<file path="src/rtl/cpu_pkg.sv">
`default_nettype none
// ============================================================================
// cpu_pkg : shared constants for the 8-bit bus CPU control sequencer
// Rev 1.0
// ============================================================================
package cpu_pkg;

  localparam int CTRL_W = 16;
  localparam int STEP_W = 3;

  // Control word bit positions
  localparam int CB_AI  = 0;
  localparam int CB_AO  = 1;
  localparam int CB_BI  = 2;
  localparam int CB_BO  = 3;
  localparam int CB_II  = 4;
  localparam int CB_IO  = 5;
  localparam int CB_IIO = 6;
  localparam int CB_OI  = 7;
  localparam int CB_OO  = 8;
  localparam int CB_MI  = 9;
  localparam int CB_MO  = 10;
  localparam int CB_CE  = 11;
  localparam int CB_CO  = 12;
  localparam int CB_J   = 13;
  localparam int CB_EO  = 14;
  localparam int CB_SU  = 15;

  localparam logic [STEP_W-1:0] T0 = 3'd0;
  localparam logic [STEP_W-1:0] T1 = 3'd1;
  localparam logic [STEP_W-1:0] T2 = 3'd2;
  localparam logic [STEP_W-1:0] T3 = 3'd3;
  localparam logic [STEP_W-1:0] T4 = 3'd4;

  typedef enum logic [3:0] {
    OP_NOP = 4'b0000,
    OP_LDA = 4'b0001,
    OP_ADD = 4'b0010,
    OP_SUB = 4'b0011,
    OP_LDI = 4'b0101,
    OP_JMP = 4'b0110,
    OP_JC  = 4'b0111,
    OP_JZ  = 4'b1000,
    OP_OUT = 4'b1110,
    OP_HLT = 4'b1111
  } opcode_e;

endpackage : cpu_pkg
`default_nettype wire

</file>
<file path="src/rtl/cpu_ucode.sv">
`default_nettype none
// ============================================================================
// cpu_ucode : combinational microcode ROM, (stage, opcode, flags) -> control
// Rev 1.0
// ============================================================================
module cpu_ucode
  import cpu_pkg::*;
(
  input  logic [STEP_W-1:0] i_stage,
  input  logic [3:0]        i_opcode,
  input  logic              i_flag_c,
  input  logic              i_flag_z,
  output logic [CTRL_W-1:0] o_ctrl,
  output logic              o_last,
  output logic              o_illegal,
  output logic              o_is_hlt
);

  always_comb begin
    o_ctrl    = '0;
    o_last    = 1'b0;
    o_illegal = 1'b0;
    o_is_hlt  = 1'b0;
    case (i_stage)
      T0: begin
        o_ctrl[CB_CO] = 1'b1;
        o_ctrl[CB_MI] = 1'b1;
      end
      T1: begin
        o_ctrl[CB_MO] = 1'b1;
        o_ctrl[CB_II] = 1'b1;
        o_ctrl[CB_CE] = 1'b1;
      end
      T2: begin
        o_last = 1'b1;
        case (i_opcode)
          OP_NOP: ;
          OP_LDA, OP_ADD, OP_SUB: begin
            o_last         = 1'b0;
            o_ctrl[CB_IO]  = 1'b1;
            o_ctrl[CB_IIO] = 1'b1;
            o_ctrl[CB_MI]  = 1'b1;
          end
          OP_LDI: begin
            o_ctrl[CB_IO]  = 1'b1;
            o_ctrl[CB_IIO] = 1'b1;
            o_ctrl[CB_AI]  = 1'b1;
          end
          OP_JMP, OP_JC, OP_JZ: begin
            // Conditional jumps still retire in T2 when not taken
            if (i_opcode == OP_JMP ||
                (i_opcode == OP_JC && i_flag_c) ||
                (i_opcode == OP_JZ && i_flag_z)) begin
              o_ctrl[CB_IO]  = 1'b1;
              o_ctrl[CB_IIO] = 1'b1;
              o_ctrl[CB_J]   = 1'b1;
            end
          end
          OP_OUT: begin
            o_ctrl[CB_AO] = 1'b1;
            o_ctrl[CB_OI] = 1'b1;
          end
          OP_HLT:  o_is_hlt  = 1'b1;
          default: o_illegal = 1'b1;
        endcase
      end
      T3: begin
        o_last = 1'b1;
        case (i_opcode)
          OP_LDA: begin
            o_ctrl[CB_MO] = 1'b1;
            o_ctrl[CB_AI] = 1'b1;
          end
          OP_ADD, OP_SUB: begin
            o_last        = 1'b0;
            o_ctrl[CB_MO] = 1'b1;
            o_ctrl[CB_BI] = 1'b1;
          end
          default: ;
        endcase
      end
      T4: begin
        o_last = 1'b1;
        if (i_opcode == OP_ADD || i_opcode == OP_SUB) begin
          o_ctrl[CB_EO] = 1'b1;
          o_ctrl[CB_AI] = 1'b1;
          o_ctrl[CB_SU] = (i_opcode == OP_SUB);
        end
      end
      // Unreachable stages retire immediately so the sequencer recovers to T0
      default: o_last = 1'b1;
    endcase
  end

endmodule : cpu_ucode
`default_nettype wire

</file>
<file path="src/rtl/cpu_ctrl_seq.sv">
`default_nettype none
// ============================================================================
// cpu_ctrl_seq : stage counter, halt/run gating and retired-instruction count
// Rev 1.0
// ============================================================================
module cpu_ctrl_seq
  import cpu_pkg::*;
#(
  parameter int CTRL_W = cpu_pkg::CTRL_W,
  parameter int STEP_W = cpu_pkg::STEP_W,
  parameter int ICNT_W = 8
) (
  input  logic              i_clk,
  input  logic              i_rst,
  input  logic [3:0]        i_opcode,
  input  logic              i_flag_c,
  input  logic              i_flag_z,
  input  logic              i_run,
  input  logic              i_step,
  output logic [CTRL_W-1:0] o_ctrl,
  output logic [STEP_W-1:0] o_stage,
  output logic              o_last,
  output logic              o_illegal,
  output logic              o_halted,
  output logic [ICNT_W-1:0] o_icount
);

  logic [STEP_W-1:0] stage_q, stage_d;
  logic              halted_q, halted_d;
  logic [ICNT_W-1:0] icount_q, icount_d;

  logic [CTRL_W-1:0] uc_ctrl;
  logic              uc_last, uc_illegal, uc_is_hlt;
  logic              advance;

  cpu_ucode u_ucode (
    .i_stage   (stage_q),
    .i_opcode  (i_opcode),
    .i_flag_c  (i_flag_c),
    .i_flag_z  (i_flag_z),
    .o_ctrl    (uc_ctrl),
    .o_last    (uc_last),
    .o_illegal (uc_illegal),
    .o_is_hlt  (uc_is_hlt)
  );

  assign advance = ~halted_q & (i_run | i_step);

  always_comb begin
    stage_d  = stage_q;
    halted_d = halted_q;
    icount_d = icount_q;
    if (advance) begin
      stage_d = uc_last ? '0 : stage_q + 1'b1;
      if (uc_last) begin
        icount_d = icount_q + 1'b1;
        halted_d = uc_is_hlt;
      end
    end
  end

  always_ff @(posedge i_clk) begin
    if (i_rst) begin
      stage_q  <= '0;
      halted_q <= 1'b0;
      icount_q <= '0;
    end else begin
      stage_q  <= stage_d;
      halted_q <= halted_d;
      icount_q <= icount_d;
    end
  end

  assign o_ctrl    = advance ? uc_ctrl : '0;
  assign o_last    = advance & uc_last;
  assign o_illegal = advance & uc_illegal;
  assign o_stage   = stage_q;
  assign o_halted  = halted_q;
  assign o_icount  = icount_q;

endmodule : cpu_ctrl_seq
`default_nettype wire

</file>
<file path="config.mk">
export PLATFORM = sky130hd
export DESIGN_NAME = cpu_ctrl_seq
export DESIGN_NICKNAME = d
export VERILOG_FILES = /design/src/rtl/cpu_pkg.sv /design/src/rtl/cpu_ucode.sv /design/src/rtl/cpu_ctrl_seq.sv
export SDC_FILE = /design/constraint.sdc
export NUM_CORES = 1
export LEC_CHECK = 0
export CAP_MARGIN = 20
export CORE_MARGIN = 2
export CORE_UTILIZATION = 43
export DETAILED_ROUTE_END_ITERATION = 8
export PLACE_DENSITY = 0.82
export SETUP_SLACK_MARGIN = 0.05
export SLEW_MARGIN = 20
export SYNTH_ARGS = -nofsm -noshare
export SYNTH_HDL_FRONTEND = slang
export SYNTH_SLANG_ARGS = --single-unit
</file>
<file path="constraint.sdc">
create_clock -name i_clk -period 3 [get_ports i_clk]
set_input_delay 0.45 -clock i_clk [delete_from_list [all_inputs] [get_ports i_clk]]
set_output_delay 0.45 -clock i_clk [all_outputs]
set_load 0.01 [all_outputs]
</file>
Yosys cells after proc, flatten, opt, wreduce, memory -nomap -nowiden

Cells that the tools add are included.

Register bits: 12
Output and inout bits: 30
Word-level logic and storage cells: 67

Add/subtract/negate cells: 2
Eq/ne operators: 13
Mux-type cells: 30
Bitwise operators: 5
Reduce and logical (&&, ||, !) cells: 14

Operators with widths:

| operator                                      | count |
|---|---|
| 2-to-1 mux 1 bit                              | 19 |
| 2-to-1 mux 16 bit                             | 1 |
| == test 4 x 3 -> 1 bit, second input constant | 3 |
| == test 4 bit, second input constant          | 3 |
| OR reduction 10 bit                           | 1 |
| adder 8 x 1 -> 8 bit, second input constant   | 1 |
| == test 4 x 2 -> 1 bit, second input constant | 2 |
| == test 3 x 2 -> 1 bit, second input constant | 2 |
| 2-to-1 mux 2 bit                              | 3 |
| 2-to-1 mux 3 bit                              | 2 |
| case mux 1 bit (3 select lines)               | 2 |
| OR reduction 3 bit                            | 2 |
| == test 4 x 1 -> 1 bit, second input constant | 1 |
| logical NOT 4 bit                             | 1 |
| case mux 1 bit (2 select lines)               | 2 |
| case mux 2 bit (2 select lines)               | 1 |
| OR reduction 2 bit                            | 2 |
| OR reduction 4 bit                            | 1 |
| adder 3 x 1 -> 3 bit, second input constant   | 1 |
| bitwise AND 1 bit                             | 3 |
| == test 3 x 1 -> 1 bit, second input constant | 1 |
| == test 3 bit, second input constant          | 1 |
| logical NOT 3 bit                             | 1 |
| logical OR 1 bit                              | 3 |
| other kinds (4)                               | 5 |

Longest topological paths before layout

Gate-level depths: netlist of run 1.

Depth after elaboration: 8
Gate-level depth with buffers: 7
Depth with buffers taken out: 6

By module

A second synthesis of run 1 with hierarchy kept.

Cell total of the unflattened synthesis: 131
Area, all modules: 991.0 um^2

By module, submodules not included:

| module       | instances | cells each | area an instance (um^2) |
|---|---|---|---|
| cpu_ctrl_seq | 1         | 85         | 694.4 |
| cpu_ucode    | 1         | 46         | 296.5 |

Worst setup path after synthesis of run 1

OpenSTA, ideal clock, no wires.

Path type: reg-to-output
Start: register stage_q[0] (netlist: o_stage[0])
End: output o_last
Data arrival time: 1777 ps
Setup slack: 773 ps
Stages on the path, launching flop included: 6
Cells stage by stage: dfxtp_1 -> inv_1 -> ha_1 -> or3_4 -> a221o_2 -> nand2_1

Cells in the longest elaborated chain, start to end: 4
Elaborated cells between the ends (all ways): 7
Those cells by class: 3 x eq/ne; 1 x mux; 1 x bitwise; 2 x reduce/logical

Ends and longest elaborated chain:

| element                                                     | line               | RTL |
|---|---|---|
| start: declaration                                          | cpu_ctrl_seq.sv:28 | `logic [STEP_W-1:0] stage_q, stage_d;` |
| start signal: assignment                                    | cpu_ctrl_seq.sv:68 | `stage_q <= stage_d;` |
| == test 3 x 1 -> 1 bit or logical NOT 3 bit (tied branches) | cpu_ucode.sv:24    | `case (i_stage)` |
| OR reduction 2 bit (no line)                                | -                  |  |
| case mux 1 bit (3 select lines) (*)                         | cpu_ucode.sv:24    |  |
| bitwise AND 1 bit (*)                                       | cpu_ctrl_seq.sv:75 | `assign o_last = advance & uc_last;` |
| end: declaration                                            | cpu_ctrl_seq.sv:22 | `output logic o_last,` |

Every way passes the cells marked *; elsewhere a longest branch is shown, timed or not.

Worst setup path in the final report of run 1

Start: input i_opcode[1]
End: output o_ctrl[15]

Cells in the longest elaborated chain, start to end: 5
Elaborated cells between the ends (all ways): 6
Those cells by class: 2 x eq/ne; 3 x mux; 1 x reduce/logical

Ends and longest elaborated chain:

| element                                   | line                             | RTL |
|---|---|---|
| start: declaration                        | cpu_ctrl_seq.sv:15               | `input logic [3:0] i_opcode,` |
| == test 4 x 2 -> 1 bit (on tied branches) | cpu_ucode.sv:84, cpu_ucode.sv:87 |  |
| logical OR 1 bit                          | cpu_ucode.sv:84                  | `if (i_opcode == OP_ADD \|\| i_opcode == OP_SUB) begin` |
| 2-to-1 mux 2 bit (*)                      | cpu_ucode.sv:84                  |  |
| 2-to-1 mux 2 bit (*)                      | cpu_ucode.sv:24                  |  |
| 2-to-1 mux 16 bit (*)                     | cpu_ctrl_seq.sv:74               | `assign o_ctrl = advance ? uc_ctrl : '0;` |
| end: declaration                          | cpu_ctrl_seq.sv:20               | `output logic [CTRL_W-1:0] o_ctrl,` |

Marks and branches as above.

==> results of run 1 <==
sequential cells by signal, indices dropped and copies added (netlist names):
name and count:
o_halted 1, o_icount 8, o_stage 3
worst max path at each step:
| stage | to | slack (ns) | cells past startpoint |
|---|---|---|---|
| after CTS | o_last | 0.12 | 6 |
| final | o_ctrl[15] | 0.14 | 5 |
| after floorplan | o_last | 0.77 | 5 |
| after global routing | o_ctrl[10] | -0.007 | 6 |
| after detailed placement | o_ctrl[0] | -0.05 | 6 |
| after global placement | o_ctrl[0] | 0.10 | 6 |
cells in the mapped netlist:
master / count
conb_1: 1
o21ba_2: 2
buf_2: 1
and3_1: 4
nand2_1: 6
nor4_1: 2
a22oi_1: 1
buf_4: 7
a221oi_2: 1
a2111oi_2: 1
nand2b_1: 1
clkbuf_1: 4
and2_1: 1
ha_1: 6
nor3b_2: 1
o211ai_4: 1
mux2_2: 2
buf_1: 1
a21boi_0: 1
a21oi_2: 1
xnor2_1: 1
o21ai_0: 3
nand3_1: 5
or3_4: 1
and4_1: 2
nand3b_1: 1
mux2_1: 4
o21bai_1: 2
inv_1: 5
or2b_1: 1
a2111oi_0: 1
dfxtp_1: 12
a211oi_1: 3
a221o_2: 1
nand4bb_1: 1
nand4_1: 1
a21oi_1: 11
nor2_1: 14
o211ai_1: 2
nor3_1: 6
nor2b_1: 7
metal layers:
layer / vias to the layer above / part of all wire [%] / track usage, %
met2: 43 / 47 / 35.21
met3: 3 / 6.9 / 2.857
met5: - / 0 / 0
met1: 472 / 45 / 24.53
li1: 522 / - / -
met4: 0 / 1.3 / 6.410
metrics by stage:
stage                     total power [mW]  cells
after global routing                0.8773    190
after floorplan                     0.5037    130
after CTS                           0.8165    190
after detailed placement            0.7170    187
after global placement              0.7082    187
final                               0.8187    190
timing repair:
action	in CTS	in global routing
pin swaps	0	0
setup endpoints to repair	2	3
endpoints found under the hold margin	0	0
gates resized for setup	3	2
hold buffers	0	0
buffers inserted	0	0
power by group:
part	total [mW]	internal, mW	leakage (nW)	switching [mW]
logic	0.493	0.262	0.429	0.231
registers	0.229	0.186	0.0977	0.0435
clock network	0.0958	0.0466	0.0138	0.0492
total	0.819	0.495	0.540	0.324
area by class of cell:
cell class                 count  area, µm²  area share [%]
inverter                       5      18.77           1.302
multi-input combinational    100      715.7           49.65
clock buffer                   3      22.52           1.563
timing repair buffer          42      407.9           28.30
tap                           28      35.03           2.431
sequential                    12      241.5           16.75
worst register-to-register path, stage by stage (launching register included):
cell	delay (ns)
dfxtp_2	0.39
inv_1	0.10
ha_1	0.26
or3_4	0.35
a221o_2	0.38
buf_4	0.17
a21oi_1	0.13
mux2_1	0.35
kinds of logic (layout without fill, tap and decap cells):
kind of cell / count (synthesis) / in the layout / share of synthesized area (%)
other: 1 / 2 / 0.3655
XOR/XNOR: 1 / 1 / 0.8538
AND/OR/NAND/NOR: 54 / 54 / 29.02
adder cells (fa/ha/maj): 6 / 6 / 7.317
multiplexers: 6 / 6 / 6.585
flip-flops: 12 / 12 / 23.41
AO/OA/AOI/OAI: 31 / 31 / 23.17
buffers and inverters: 18 / 50 / 9.267
==> impl_metrics.tcl, run 1 <==
set metrics [dict create \
    status "completed" \
    vias 1040 \
    ys_ff_latch 12 \
    critPathSlowestCell "clkdlybuf4s50_1" \
    seq_area_frac_synth_pct 23.41 \
    final_common_cell "clkdlybuf4s50_1" \
    grt_pass1_vias 1035 \
    power.density_nw_per_um2 568.0 \
    path_max_fanout 9 \
    final_cell_area_um2 1441 \
    fin_util_pct 64.54 \
    synth_top_cell_area_share_pct 23.41 \
    hold_class "reg -> reg" \
    grt_overflow_total 0 \
    crit_path_start_kind "input port" \
    critPathLaunch "i_opcode[1]" \
    synthesis.area_um2 1026 \
    fill_cells 194 \
    r2r-start "o_stage[0]$_SDFFE_PP0P_" \
    synth.top_cells.by_area "dfxtp_1 23%, ha_1 7.3%, a21oi_1 5.4%" \
    root_buffer "clkbuf_4" \
    cp_data_arrival_time_ns 2.41 \
    p_leak_nw 0.5402 \
    post_drt_via_cell_ratio 5.474 \
    grt_pass1_wl_um 4271 \
    crit_path_max_incr_delay_ns 0.67 \
    dieArea_um2 2793 \
    dpl_cell_area_um2 1396 \
    hold_ws_ns 0.5379 \
    dpl_worst_slack_ns -0.05115 \
    worst-path-buf-inv 2 \
    synth_cell_types 41 \
    slew_viol_final 0 \
    layout_min_cycle_time_ns 2.862 \
    antenna_found_initial 0 \
    critical_path.endpoint_type "primary output" \
    grt_start_max_net_pins 19 \
    hold_depth 2 \
    routabilityCongestion 0.7837 \
    rr_worst_depth 7 \
    nets 180 \
    r2r-end "o_icount[5]$_SDFFE_PP0P_" \
    cp_top_family "buffers and inverters" \
    ant_nets 0 \
    synth_top_cell_by_area "dfxtp_1" \
    ir_drop_uv 427.0 \
    cp_common_cell "clkdlybuf4s50_1" \
    die_y_um 52.85 \
    clkTransAtPathRegs_ns 0.07 \
    drc_errors 0 \
    clkLatencyLatePin_ns 0.27 \
    slew_headroom_pct 59.08 \
    die_w_um 52.85 \
    period_share_pct 95.40 \
    setup_slack_ns 0.1381 \
    synthToLayoutAreaGrowth_pct 40.49 \
    diodes 0 \
    syn_avg_cell_area_um2 7.953 \
    setup_tns_ns 0 \
    setup-violations-final 0 \
    grt_use_total_pct 19.94 \
    maxCapViolations 0 \
    start_util_pct 45.94 \
    cp_cell_sequence "clkdlybuf4s50_1 -> nor3b_2 -> and4_1 -> and2_1 -> clkdlybuf4s50_1" \
    ctsLongestPathBuffers 2 \
    dp_hpwl_um 1865 \
    wl_um 2434 \
    rsz0062_at_grt "true" \
    worstHoldEndpoint "o_halted$_SDFFE_PP0P_" \
    htreeDepth 1 \
    tritoncts "done" \
    clock-sinks 12 \
    core_um2 2233 \
    finClkSkew_ns 0.002109 \
    cp_data_required_time_ns 2.55 \
    yosys_warnings 0 \
    placement_rows 17 \
    first_pass_iters 4 \
    worstHoldStart "o_halted$_SDFFE_PP0P_" \
    rrSetupSlack_ns 0.75 \
    max_freq_ghz 0.3494 \
    final-hold-violation-count 0 \
    drtIter0Drc 7 \
    wl_per_cell_um 12.81 \
    numCtsBuffers 3 \
    worst_pin_slew_ns 0.6119 \
    crit_type "in -> out" \
    drive_above_1_share_pct 13.58 \
    ios 40 \
    final_cell_mix "37 x clkdlybuf4s50_1, 14 x nor2_1, 11 x a21oi_1, 11 x dfxtp_1, 7 x nor2b_1" \
    port_buffers 37 \
    synthCells 129 \
]
(Power assumes the default switching activity.)
==> run 2, diff against run 1 <==
--- a/config.mk
+++ b/config.mk
@@ -6,10 +6,10 @@
 export NUM_CORES = 1
 export LEC_CHECK = 0
 export CAP_MARGIN = 20
-export CORE_MARGIN = 2
-export CORE_UTILIZATION = 43
+export CORE_MARGIN = 5
+export CORE_UTILIZATION = 39
 export DETAILED_ROUTE_END_ITERATION = 8
-export PLACE_DENSITY = 0.82
+export PLACE_DENSITY = 0.79
 export SETUP_SLACK_MARGIN = 0.05
 export SLEW_MARGIN = 20
 export SYNTH_ARGS = -nofsm -noshare
==> constraint.sdc (replaced) <==
create_clock -name i_clk -period 2.3 [get_ports i_clk]
set_input_delay 0.345 -clock i_clk [delete_from_list [all_inputs] [get_ports i_clk]]
set_output_delay 0.345 -clock i_clk [all_outputs]
set_load 0.01 [all_outputs]
==> run 2 against run 1 <==
  * The flow now finishes with violations (setup timing)
  * Via count up 22%
  * Register-to-register slack worse by 0.71 ns
  * Total power is 85% higher
  * Largest cell class unchanged
==> impl_metrics.tcl, run 2 (synthesis results as in run 1) <==
set metrics [dict create \
    numCtsBuffers 3 \
    ant_nets 0 \
    max_freq_ghz 0.4292 \
    dp_hpwl_um 2376 \
    port_buffers 37 \
    wl_per_cell_um 16.34 \
    worst_pin_slew_ns 0.6385 \
    clock-sinks 12 \
    drtIter0Drc 39 \
    diodes 0 \
    rsz0062_at_grt "true" \
    power.density_nw_per_um2 796.5 \
    status "complete, but fails checks" \
    hold_ws_ns 0.5112 \
    root_buffer "clkbuf_4" \
    drc_errors 0 \
    grt_start_max_net_pins 19 \
    p_leak_nw 0.8405 \
    final_common_cell "buf_4" \
    clkLatencyLatePin_ns 0.28 \
    finClkSkew_ns 0.005120 \
    critPathSlowestCell "a221o_2" \
    slew_viol_final 0 \
    routabilityCongestion 0.7868 \
    antenna_found_initial 0 \
    r2r-start "o_stage[0]$_SDFFE_PP0P_" \
    cp_data_arrival_time_ns 1.98 \
    start_util_pct 41.04 \
    drive_above_1_share_pct 42.50 \
    cp_cell_sequence "inv_4 -> buf_6 -> ha_4 -> or3_4 -> a221o_2 -> nand2_2 -> buf_6" \
    crit_type "reg -> out" \
    r2r-end "o_icount[3]$_SDFFE_PP0P_" \
    clkTransAtPathRegs_ns 0.08 \
    worstHoldStart "o_halted$_SDFFE_PP0P_" \
    layout_min_cycle_time_ns 2.330 \
    final_cell_mix "38 x buf_4, 19 x clkdlybuf4s50_1, 13 x nor2_1" \
    grt_use_total_pct 17.16 \
    worstHoldEndpoint "o_halted$_SDFFE_PP0P_" \
    setup_slack_ns -0.02973 \
    finalPower_mw 1.514 \
    placement_rows 18 \
    hold_class "reg -> reg" \
    vias 1268 \
    htreeDepth 1 \
    violations "setup timing" \
    hold_depth 2 \
    path_max_fanout 4 \
    final-hold-violation-count 0 \
    grt_pass1_vias 1211 \
    rrSetupSlack_ns 0.04 \
    crit_path_start_kind "flop" \
    tritoncts "done" \
    ctsLongestPathBuffers 2 \
    fin_util_pct 76.03 \
    critical_path.endpoint_type "primary output" \
    grt_pass1_wl_um 5016 \
    die_w_um 61.29 \
    slew_headroom_pct 57.30 \
    nets 217 \
    cp_common_cell "buf_6" \
    maxCapViolations 0 \
    synthToLayoutAreaGrowth_pct 85.24 \
    ir_drop_uv 661.5 \
    dieArea_um2 3756 \
    core_um2 2500 \
    rr_worst_depth 8 \
    post_drt_via_cell_ratio 5.513 \
    setup-violations-final 1 \
    cp_data_required_time_ns 1.96 \
    wl_um 3758 \
    first_pass_iters 4 \
    stdcell_count 230 \
    crit_path_max_incr_delay_ns 0.41 \
    die_y_um 61.29 \
    dp.cells 220 \
    ios 40 \
    period_share_pct 101.3 \
    grt_overflow_total 0 \
    setup_tns_ns -0.02973 \
    largest_reg_flops 8 \
]
## run 2: power by group
| part | internal (mW) | switching [mW] |
|---|---|---|
| logic | 0.563 | 0.470 |
| registers | 0.249 | 0.0622 |
| clock network | 0.0963 | 0.0736 |
## run 2: worst max-delay path, delay by kind of cell (launching register included)
family	cells	cell delay [ns]
buf+inv	3	0.27
compound gates	1	0.41
simple gates	2	0.48
flops	1	0.40
fa+ha+maj	1	0.15
## run 2: how the worst max path moves through the flow
stage	startpoint	to	slack, ns
after CTS	o_stage[0]$_SDFFE_PP0P_	o_ctrl[0]	0.04
after detailed placement	i_opcode[2]	o_ctrl[0]	-0.33
after global routing	o_stage[0]$_SDFFE_PP0P_	o_last	-0.1
after global placement	i_opcode[2]	o_ctrl[0]	-0.30
after floorplan	o_stage[0]$_SDFFE_PP0P_	o_icount[7]$_SDFFE_PP0P_	0.12
final	o_stage[0]$_SDFFE_PP0P_	o_last	-0.03
## run 2: layout make-up
type	instances	area, µm²
Tap cell	30	37.54
Multi-Input combinational cell	100	862.1
Inverter	5	23.77
Clock buffer	4	36.28
Sequential cell	12	247.7
Fill cell	173	599.3
Timing Repair Buffer	79	693.2
## run 2: timing repair
action | in CTS | in global routing
endpoints found under the setup margin | 19 | 15
pin swaps | 3 | 10
hold buffers | 0 | 0
buffers inserted | 1 | 6
resized for setup | 34 | 42
## run 2: through the flow
| step | worst slack (ns) | cell area, µm² |
|---|---|---|
| after detailed placement | -0.3327 | 1632 |
| after global routing | -0.09579 | 1901 |
| final | -0.02973 | 1901 |
| after floorplan | 0.1152 | 1030 |
| after CTS | 0.03650 | 1688 |
| after global placement | -0.2970 | 1632 |
## run 2: metal layers
metal,up-vias,part of all wire (%),track usage (%)
met1,624,40,20.05
met5,-,0,0
li1,599,-,-
met2,36,54,32.63
met3,9,4.2,1.887
met4,0,1.9,4.644
==> variant 1: new RTL, config.mk and constraints of run 2 <==
Add an input register stage for `i_opcode`, `i_flag_c`, `i_flag_z`, `i_run` and `i_step`, cleared by the reset; this delays them by one clock.
--- a/src/rtl/cpu_ctrl_seq.sv
+++ b/src/rtl/cpu_ctrl_seq.sv
@@ -25,6 +25,28 @@
   output logic [ICNT_W-1:0] o_icount
 );
 
+  logic [3:0] i_opcode_q;
+  logic i_flag_c_q;
+  logic i_flag_z_q;
+  logic i_run_q;
+  logic i_step_q;
+
+  always_ff @(posedge i_clk) begin
+    if (i_rst) begin
+      i_opcode_q <= '0;
+      i_flag_c_q <= '0;
+      i_flag_z_q <= '0;
+      i_run_q    <= '0;
+      i_step_q   <= '0;
+    end else begin
+      i_opcode_q <= i_opcode;
+      i_flag_c_q <= i_flag_c;
+      i_flag_z_q <= i_flag_z;
+      i_run_q    <= i_run;
+      i_step_q   <= i_step;
+    end
+  end
+
   logic [STEP_W-1:0] stage_q, stage_d;
   logic              halted_q, halted_d;
   logic [ICNT_W-1:0] icount_q, icount_d;
@@ -35,16 +57,16 @@
 
   cpu_ucode u_ucode (
     .i_stage   (stage_q),
-    .i_opcode  (i_opcode),
-    .i_flag_c  (i_flag_c),
-    .i_flag_z  (i_flag_z),
+    .i_opcode  (i_opcode_q),
+    .i_flag_c  (i_flag_c_q),
+    .i_flag_z  (i_flag_z_q),
     .o_ctrl    (uc_ctrl),
     .o_last    (uc_last),
     .o_illegal (uc_illegal),
     .o_is_hlt  (uc_is_hlt)
   );
 
-  assign advance = ~halted_q & (i_run | i_step);
+  assign advance = ~halted_q & (i_run_q | i_step_q);
 
   always_comb begin
     stage_d  = stage_q;
Formal check against the unedited RTL: not equivalent (a bounded check fails within 4 cycles, from zero or initial values and one cycle with i_rst high).
==> variant 1 against run 2 <==
- synthesized area increased by 23%
- global-route usage decreased by 1.9 points
- via count decreased by 7.6%
- maximum frequency increased by 7.2%
- register-to-register slack improved by 250 ps
- first-iteration DRC count increased by 51%
- synthesized cell count increased by 12%
- final area decreased by 5.3%
- worst setup slack improved by 160 ps
- count of clock-buffer cells in the layout decreased by 1
- wire length decreased by 16%
- sequential cell count increased by 8
Power is not compared: it rests on default switching activity, and its combinational part moved more than twofold at a synthesized area within 25%.
==> variant 1: results (changes against run 2) <==
- Share of layout cells above drive strength 1: 24.5% (-18 points)
- Vias: 1171 (-7.6%)
- Final wirelength: 3150 um (-16%)
- DP HPWL: 2340 um (-1.5%)
- Clk slew on worst S/H paths: 100 ps (+20 ps)
- TritonRoute pass-1 iters: 5 (+1)
- Antenna viol nets, final: 0 (unchanged)
- Gr ovfl total: 0 (unchanged)
- Actual slew at the worst max-slew pin: 641 ps (+2.95 ps)
- CTS H-tree depth: 1 (unchanged)
- Clock Latency Late Sink: between 200 and 300 ps
- Leakage power: 0.761 nW
- Final GP Congestion: 0.832 (+5.8%)
- Number of global-route vias before repair: 1201 (-0.83%)
- Fin nets: 206 (-5.1%)
- Total CTS buffers: 3 (unchanged)
- Setup Skew: 7.26 ps (+2.14 ps)
- Synth top area cells: dfxtp_1 32%, nor2b_1 7.9%, ha_1 5.9%, mux2_1 5.3%, buf_4 3.6%
- Sequential cell area fraction in the yosys report: 31.7% (+8.3 points)
- Dpl ws: -50.0 ps (+283 ps)
- Hold path cells: 2 (unchanged)
- Cells on worst reg2reg path: 8 (unchanged)
- N_diodes: 0 (unchanged)
- Cells after Synth: 144 (+12%)
- IO buf count: 37 (unchanged)
- Gr usage total: 15.2% (-1.9 points)
- Hold Path Class: register to register
- Final cell count without fillers: 232 (+0.87%)
- Yosys cell types: 40 (-2.4%)
- Iteration-0 DRC Markers: 59 (+51%)
- Worst EP arrival: 1830 ps (-150 ps)
- Buffer levels on the longest clock path: 2 (unchanged)
- Status: completed
- Antenna violations before repair: 0 (unchanged)
- Worst vdd ir: about 360 uV
- First-pass GRT wire length: 5320 um (+6.0%)
- Commonest cells in the netlist: 20 x dfxtp_1, 16 x nor2b_1, 11 x nor2_1
- Clock root cell: clkbuf_4
[variant 1: path summary, 6_finish.rpt]
path / slack [ps] / end / start
worst max-delay path: 130 / o_ctrl[0] / o_stage[0]$_SDFFE_PP0P_
worst min-delay path: 540 / o_halted$_SDFFE_PP0P_ / o_halted$_SDFFE_PP0P_
worst max register to register: 290 / o_icount[3]$_SDFFE_PP0P_ / o_stage[0]$_SDFFE_PP0P_
worst min register to register: 540 / o_halted$_SDFFE_PP0P_ / o_halted$_SDFFE_PP0P_
[variant 1: timing repair]
item | CTS | global route
endpoints found under the setup margin | 12 | 10
pin swaps | 3 | 2
buffers inserted | 1 | 0
endpoints found under the hold margin | 0 | 0
gates resized for setup | 24 | 17
hold buffers | 0 | 0
[variant 1: area by class of cell]
type                       count  area (um^2)
tap                           44         55.1
inverter                       6         22.5
multi-input combinational    108          826
clock buffer                   3         22.5
sequential                    20          412
fill                         293         1280
timing repair buffer          51          462
[variant 1: logic make-up after synthesis]
| group | after synthesis | share of synthesized area (%) |
|---|---|---|
| other cells | 1 | 0.297 |
| buf+inv | 17 | 7.62 |
| fa+ha+maj | 6 | 5.94 |
| mux | 7 | 6.24 |
| flops | 20 | 31.7 |
| compound gates | 29 | 19.8 |
| xor+xnor | 1 | 0.693 |
| simple gates | 63 | 27.7 |
[variant 1: stage by stage]
stage          power, mW  util (%)  setup TNS, ps  area (um^2)
2_1_floorplan      0.537         -              0         1270
3_3_place_gp       0.649      55.8              0         1720
3_5_place_dp       0.660      55.8          -50.0         1720
4_1_cts            0.826      57.5          -37.8         1770
5_1_grt            0.878      58.5          -37.9         1800
6_report           0.821      58.5              0         1800
[variant 1: worst max-delay path: stages, from the launching register on]
cell       delay [ps]
dfxtp_4           370
inv_2              70
ha_2              180
nor2b_2           160
mux2_2            160
a31oi_1            90
a2111oi_2         320
buf_2             180
[variant 1: power breakdown]
group | internal [mW] | switching (mW) | leakage [nW]
sequential | 0.366 | 0.0247 | 0.166
clock | 0.0608 | 0.0947 | 0.0138
combinational | 0.139 | 0.136 | 0.581
[variant 1: layer usage]
layer | share of wire [%] | routed length, um | global-route usage, %
met1 | 42 | 1320 | 17.4
met2 | 49 | 1560 | 27.2
met3 | 6.8 | 213 | 3.20
met4 | 1.9 | 59 | 6.08
met5 | 0 | 0 | 0
==> variant 2: new RTL, settings of run 2 <==
Made on the original files. Change the package constant `CTRL_W` from 16 to 24.
--- a/src/rtl/cpu_pkg.sv
+++ b/src/rtl/cpu_pkg.sv
@@ -5,7 +5,7 @@
 // ============================================================================
 package cpu_pkg;
 
-  localparam int CTRL_W = 16;
+  localparam int CTRL_W = 24;
   localparam int STEP_W = 3;
 
   // Control word bit positions
Ports: changed (resized o_ctrl); port bits go from 40 to 48. No check against the original RTL was run, so the function may have changed too.
==> variant 2 against run 2 <==
- synthesized area grew 5.9%
- non-clock buffer count shrank 1
- wire length shrank 6.0%
- final area grew 0.92%
- global-route usage shrank 0.41 points
- clock skew shrank 1.5 ps
- sequential cell count is the same
- critical path depth grew 1
- worst setup slack gained 39 ps
- total power shrank 3.0%
- largest cell class unchanged
- highest routed layer unchanged
==> variant 2: results (changes against run 2) <==
- Final Hold Viols: 0 (unchanged)
- Seq cells post-synth: 12 (unchanged)
- Post-synthesis mux area share: 6.22% (-0.36 points)
- Iteration-0 DRC Markers: 73 (+87%)
- Clock Latency Late Sink: 280 ps (about the same)
- Non-CTS buffers: 78 (-1.3%)
- R2r startpoint: o_stage[0]$_SDFFE_PP0P_
- Crit path launch: o_stage[1]$_SDFFE_PP0P_
- Worst vdd ir: 596 uV (-9.8%)
- Dpl ws: -398 ps (-65.5 ps)
- Fraction of area in registers: 12.9% (-0.12 points)
- Clk slew on worst S/H paths: 70 ps
- Final GP Congestion: 0.796 (+1.1%)
- Drt via density: 5.24 (-4.9%)
- XOR/XNOR share of the synthesized area: 0.806% (-0.047 points)
- Gr usage total: 16.7% (-0.41 points)
- Hold path cells: 2 (unchanged)
- Clock root cell: clkbuf_4
- Psw: 565 uW (-6.7%)
- Antenna violations before repair: 0 (unchanged)
- WL/cell: 14.8 um (-9.2%)
- Worst path max stage delay: 390 ps (-20 ps)
- Filler cell count: 223 (+29%)
- Hold endpoint: o_halted$_SDFFE_PP0P_
- Setup Skew: 3.60 ps (-1.52 ps)
- Worst hold slack: 532 ps (+20.7 ps)
- CTS H-tree depth: 1 (unchanged)
- Leakage power: 0.852 nW (+1.3%)
- Sequential cell area fraction in the yosys report: 22.1% (-1.3 points)
- Clock-cell share: 1.89% (-0.017 points)
- Commonest cells in the netlist: 15 x buf_4, 14 x nor2_1, 12 x dfxtp_1
- CTS tree: yes
- First-pass GRT wire length: 5600 um (+12%)
- Actual slew at the worst max-slew pin: 635 ps (-3.66 ps)
- Post-placement cell area: 0.00165 mm^2 (+1.0%)
- R2r setup slk: 100 ps (+60 ps)
- Number of global-route vias before repair: 1284 (+6.0%)
- Core Rows: 19 (+1)
- DP HPWL: 2470 um (+3.9%)
- Post-Synth Adder-Cell Area: 6.91% (-0.40 points)
- Synth top area cells: dfxtp_1 22%, buf_4 10%, ha_1 6.9%, a21oi_1 5.1%, nor2_1 4.8%
- Worst EP arrival: 1950 ps (-30 ps)
- Multi-input gate area: 896 um^2 (+3.9%)
- Compound-Gate Fraction of Synth Area: 21.9% (-1.3 points)
- Crit path max-delay family: compound AO/OA/AOI/OAI gates
- Comb_multi_in: 108 (+8.0%)
- Cells after Synth: 137 (+6.2%)
- Status: completed
- Fin nets: 224 (+3.2%)
- Worst hold start: o_halted$_SDFFE_PP0P_
- Share of layout cells above drive strength 1: 40.1% (-2.4 points)
- Worst path slowest cell: dfxtp_4
- Fin crit share: 99.6% (-1.7 points)
- Post-synth ARST share: 0% (unchanged)
- Non-clock buffer share: 35.4% (-1.1 points)
- Crit path to: o_ctrl[0]
- Buffer levels on the longest clock path: 2 (unchanged)
- Largest net degree at the start of global routing: 19 (unchanged)
variant 2: cell types whose count changed after synthesis, sizes merged:
cell / before / now
buf: 9 / 17
variant 2: cells by family after synthesis:
logic type	Yosys count
adders and majority gates	6
AOI/OAI and AO/OA	31
other	1
buffers and inverters	26
xor gates and xnor gates	1
and+or+nand+nor	54
DFF	12
muxes	6
variant 2: metal layers:
| metal | share of wire [%] | track usage, % | wire length (um) | up-vias |
|---|---|---|---|---|
| met3 | 4.2 | 3.60 | 150 | 4 |
| met4 | 0.96 | 4.77 | 34 | 0 |
| li1 | - | - | - | 604 |
| met2 | 55 | 31.2 | 1950 | 40 |
| met1 | 40 | 18.8 | 1400 | 600 |
| met5 | 0 | 0 | 0 | - |
variant 2: repair_timing:
action,4_1_cts,5_1_grt
gates resized for setup,40,31
setup buffers,5,3
pin swaps,4,9
hold buffers,0,0
endpoints found under the setup margin,18,18
variant 2: power by group through the flow:
stage | registers [mW] | logic [mW] | clock network (mW)
after global placement | 0.289 | 0.790 | 0
after CTS | 0.294 | 0.900 | 0.171
after global routing | 0.318 | 1.08 | 0.182
final | 0.308 | 0.992 | 0.167
after floorplan | 0.298 | 0.375 | 0
after detailed placement | 0.290 | 0.809 | 0
variant 2: per-stage QoR:
| step | setup TNS, ps | cells | util, % |
|---|---|---|---|
| 2_1_floorplan | 0 | 146 | - |
| 6_report | 0 | 238 | 70.8 |
| 5_1_grt | -241 | 238 | 70.8 |
| 3_3_place_gp | -1280 | 227 | 60.8 |
| 3_5_place_dp | -2080 | 227 | 60.8 |
| 4_1_cts | -103 | 235 | 65.6 |
variant 2: worst reg2reg max path, stage by stage, from the launching register on:
cell and delay [ps]:
dfxtp_4 370, buf_4 140, buf_6 110, ha_4 150
or3_4 330, a221o_2 370, buf_6 150, a21oi_2 160
mux2_4 310
